<file path="src/rtl/gray_seq_ctrl.sv">
// gray_seq_ctrl: burst controller around an N-bit binary step counter.
// It streams the Gray code of the counter over a valid/ready handshake, and
// handles preload, direction, abort, completion and wrap reporting.
module gray_seq_ctrl #(
  parameter int N     = 3,
  parameter int LEN_W = 8
) (
  input  logic             clk,
  input  logic             rst,
  input  logic             start,
  input  logic [LEN_W-1:0] len,
  input  logic             dir,
  input  logic             stop,
  input  logic             load,
  input  logic [N:1]       load_val,
  output logic [N:1]       out,
  output logic             out_valid,
  input  logic             out_ready,
  output logic             busy,
  output logic             done,
  output logic             wrap
);

  typedef enum logic [1:0] {
    ST_IDLE = 2'd0,
    ST_RUN  = 2'd1,
    ST_DONE = 2'd2
  } state_t;

  state_t           state, state_nxt;
  logic [N-1:0]     bin, bin_nxt;
  logic [LEN_W-1:0] rem, rem_nxt;
  logic             dir_q, dir_nxt;
  logic             wrap_nxt;

  // Gray to binary: each binary bit is the XOR of all Gray bits at or above it.
  function automatic logic [N-1:0] gray2bin(input logic [N:1] g);
    logic [N-1:0] b;
    b[N-1] = g[N];
    for (int i = N - 1; i >= 1; i--) begin
      b[i-1] = b[i] ^ g[i];
    end
    return b;
  endfunction

  function automatic logic [N:1] bin2gray(input logic [N-1:0] b);
    return b ^ (b >> 1);
  endfunction

  // Next-state, counter stepping and wrap detection.
  always_comb begin
    // NOTE: every signal gets a default first, so no path can infer a latch.
    state_nxt = state;
    bin_nxt   = bin;
    rem_nxt   = rem;
    dir_nxt   = dir_q;
    wrap_nxt  = 1'b0;
    unique case (state)
      ST_IDLE: begin
        if (load) begin
          bin_nxt = gray2bin(load_val);
        end else if (start && (len != '0)) begin
          rem_nxt   = len;
          dir_nxt   = dir;
          state_nxt = ST_RUN;
        end
      end
      ST_RUN: begin
        // out_valid is high for the whole RUN state, so a transfer is out_ready.
        if (out_ready) begin
          rem_nxt = rem - LEN_W'(1);
          if (dir_q) begin
            bin_nxt  = bin - N'(1);
            wrap_nxt = (bin == '0);
          end else begin
            bin_nxt  = bin + N'(1);
            wrap_nxt = (bin == '1);
          end
        end
        // Completion outranks an abort raised in the same cycle.
        if (out_ready && (rem == LEN_W'(1))) begin
          state_nxt = ST_DONE;
        end else if (stop) begin
          state_nxt = ST_IDLE;
        end
      end
      ST_DONE: begin
        state_nxt = ST_IDLE;
      end
      default: begin
        state_nxt = ST_IDLE;
      end
    endcase
  end

  // State and output registers; outputs are decoded from the next state so
  // they change on the same edge that the state does.
  always_ff @(posedge clk or posedge rst) begin
    if (rst) begin
      state     <= ST_IDLE;
      bin       <= '0;
      rem       <= '0;
      dir_q     <= 1'b0;
      out       <= '0;
      out_valid <= 1'b0;
      busy      <= 1'b0;
      done      <= 1'b0;
      wrap      <= 1'b0;
    end else begin
      // NOTE: non-blocking assignments so every register samples pre-edge values.
      state     <= state_nxt;
      bin       <= bin_nxt;
      rem       <= rem_nxt;
      dir_q     <= dir_nxt;
      out       <= bin2gray(bin_nxt);
      out_valid <= (state_nxt == ST_RUN);
      busy      <= (state_nxt != ST_IDLE);
      done      <= (state_nxt == ST_DONE);
      wrap      <= wrap_nxt;
    end
  end

endmodule

</file>
<file path="config.mk">
export PLATFORM = sky130hd
export DESIGN_NAME = gray_seq_ctrl
export DESIGN_NICKNAME = d
export VERILOG_FILES = /design/src/rtl/gray_seq_ctrl.sv
export SDC_FILE = /design/constraint.sdc
export NUM_CORES = 1
export LEC_CHECK = 0
export BUFFER_PORTS_ARGS = -buffer_cell sky130_fd_sc_hd__buf_2
export CAP_MARGIN = 20
export CORE_ASPECT_RATIO = 1.4
export CORE_MARGIN = 5
export CORE_UTILIZATION = 45
export CTS_CLUSTER_SIZE = 12
export DETAILED_ROUTE_END_ITERATION = 10
export GPL_ROUTABILITY_DRIVEN = 1
export PLACE_DENSITY = 0.71
export REMOVE_ABC_BUFFERS = 1
export SLEW_MARGIN = 25
export SYNTH_ARGS = -nofsm -noshare
export SYNTH_HDL_FRONTEND = slang
export SYNTH_SLANG_ARGS = --single-unit
</file>
<file path="constraint.sdc">
create_clock -name clk -period 1.9 [get_ports clk]
set_clock_uncertainty 0.1 [all_clocks]
set_input_delay 0.095 -clock clk [delete_from_list [all_inputs] [get_ports clk]]
set_output_delay 0.095 -clock clk [all_outputs]
set_load 0.01 [all_outputs]
</file>
==> impl_metrics.toml <==
[critical_path]
path_cells = "fa_2 > xor2_1 > a221o_1 > o211a_1 > xor2_1"
critical_path.top_delay_family = "compound AO/OA/AOI/OAI gates"
cp_max_fo = 2
cpMostUsedCell = "xor2_1"
cp-end-kind = "flip-flop"
arrival_ns = 1.93
max_stage_delay_ns = 0.42
cp-start-kind = "flip-flop"
crit_buf_inv = 0
worst_path_max_delay_cell = "dfrtp_1"
path_class = "flip-flop to flip-flop"
required_ns = 1.98

[layout]
num_antenna_cells = 0
area.growth.synth_to_final_pct = 26.8
final_cells = 184
finish.utilization = 0.601
fillerInstances = 230
final_cell_area_um2 = 1470
ff_latch_area_um2 = 500
drive_gt1_frac = 0.320
multiInputGateArea_um2 = 631
finalNetCount = 172

[clocking]
clk_latency_ns = 0.30
cts_tree = "done"
cts_sinks = 20
clockBufferDepth = 2
clock-root-buffer = "clkbuf_4"
clkSlewWorstSetupHoldPaths_ns = 0.11
cts_made_buffers = 3
htreeDepth = 1

[power]
seq_power_share = 0.448
clockPowerShare = 0.173
ir_worst_vdd_mv = 0.717
p_int_mw = 0.915
power_frac_comb = 0.379
p_sw_frac = 0.357
p_total_mw = 1.42
powerDensity_nw_per_um2 = 968
power.leakage_nw = 0.687
p_sw_mw = 0.507

[route]
first_pass_iters = 6
wl_per_cell_um = 15.7
vias = 1053
drc = 0
via_per_inst = 5.72
drt_iter0_markers = 43
antenna_left = 0
drt-total-wl_um = 2900

[sta]
drv_slew = 0
setup_slack_ns = 0.0510
tightest_slew_ns = 0.762
setup_viol = 0
relSlewSlack = 0.491
fin_crit_sh = 0.973
final_hold_viol_count = 0
clock.fmax_ghz = 0.541
hold_ws_ns = 0.00900
fin_tns_setup_ns = 0
fin_crit_ns = 1.85

[logic_synthesis]
ys_warn_count = 0
synth_cell_types = 48
synth_edf_count = 0
synthArstFlopShare = 1.00
synthCells = 111
yosysSeqAreaShare = 0.432
ys_top_cells_by_area = "dfrtp_1 43%, nor2_1 3.2%, xor2_1 3.0%"
netlist.area_leader.share = 0.432
yosys.area.top_type = "dfrtp_1"
syn_area_um2 = 1160
ys.flop_type = "dfrtp_1"
syn_avg_cell_area_um2 = 10.4
synth-seq-cells = 20

[die]
rows = 21
die_w_um = 52.9
start_util = 0.474
die_y_um = 70.0
dieArea_um2 = 3700
core_um2 = 2440
io_pins = 25

[global_routing]
antenna_found_initial = 0
grt_pass1_wl_um = 4600
overflow = 0
grt_pass1_vias = 1038
grt_use_total = 0.166
grt_max_degree = 21

[hold_path]
hold_path.class = "input pin to flip-flop"

[place]
place_area_um2 = 1330
numPlacedInstances = 170
port_buffers = 24
place_congestion = 0.860
hpwl_um = 2030
pre_cts_ws_ns = 0.00375

[outcome]
status = "finished clean"

[job]
cap_viol_max_count = 0
cell usage after synthesis (2+ instances only):
library cell	number
dfrtp_1	20
nor2_1	10
nand2_1	8
a21oi_1	5
a31oi_1	4
o21ai_0	4
xor2_1	4
buf_2	3
inv_1	3
o211ai_1	3
ha_1	2
mux2i_1	2
nand3_1	2
nand4_1	2
nor2b_1	2
o211a_1	2
o21ai_1	2
or3_1	2
or4_4	2
worst paths after layout:
check / startpoint / to / slack [ns] / cells after the start
setup / recovery: bin[0] / out[2] / 0.05 / 5
min in group asynchronous: rst / bin[1] / 0.36 / 3
hold / removal: len[0] / rem[0] / 0.009 / 3
setup reg to reg: bin[0] / out[2] / 0.05 / 5
hold reg to reg: rem[7] / rem[7] / 0.41 / 1
max in group asynchronous: rst / rem[6] / 0.86 / 3
cells by family (layout without fill, tap and decap cells):
logic type | after synthesis | after routing | synth area share
adder cells (fa/ha/maj) | 3 | 3 | 0.0389
multiplexers | 3 | 3 | 0.0270
AO/OA/AOI/OAI | 30 | 31 | 0.187
AND/OR/NAND/NOR | 42 | 42 | 0.239
flip-flops | 20 | 20 | 0.432
buffers and inverters | 8 | 46 | 0.0389
XOR/XNOR | 5 | 5 | 0.0378
per-layer routing:
metal	routed length [µm]	GRT usage
met4	71	0.0824
met2	1570	0.285
met1	1100	0.188
met3	158	0.0298
met5	0	0
registers in the layout, summed over array words and instances, names as in the netlist:
signal     cells
wrap           1
out            2
state          2
bin            3
out_valid      1
done           1
rem            8
busy           1
dir_q          1
final cells by class:
type                    count  area share
well taps                  34      0.0290
clock buffers               4      0.0247
flip-flops and latches     20       0.341
inverters                   3     0.00767
repair buffers             39       0.169
multi-input cells          84       0.429
layout by cell type (no fill, tap or decap), drive strengths merged, types with 2 or more instances in the layout:
cell and count:
o211a 2, dfrtp 20, nor2b 2, nand2 9, xor2 4, o21ai 8
clkbuf 4, a31oi 4, or4 2, mux2i 2, nand3 2, nand4 2
or3 2, nor2 10, inv 3, a21oi 5, buf 33, or4b 2
ha 2, o211ai 3, dlygate4sd3 6, nor4b 2
power groups by stage:
| stage | Sequential (mW) | Clock (mW) | Combinational [mW] |
|---|---|---|---|
| 6_report | 0.638 | 0.245 | 0.539 |
| 5_1_grt | 0.653 | 0.273 | 0.595 |
| 4_1_cts | 0.636 | 0.255 | 0.529 |
| 3_5_place_dp | 0.643 | 0 | 0.514 |
| 3_3_place_gp | 0.638 | 0 | 0.494 |
| 2_1_floorplan | 0.653 | 0 | 0.302 |
repair_timing:
action / in CTS / in global routing
setup endpoints to repair: 1 / 3
setup buffers: 0 / 3
pin swaps: 0 / 1
hold buffers: 6 / 0
endpoints found under the hold margin: 27 / 0
resized for setup: 1 / 1
gates cloned: 0 / 1
worst reg2reg max path: cells and delay by family (launching register included):
family | cells | cell delay [ns]
adders and majority gates | 1 | 0.39
DFF | 1 | 0.42
AOI/OAI and AO/OA | 2 | 0.48
xor gates and xnor gates | 2 | 0.33
Note: power is estimated with default switching activity, not from simulation.
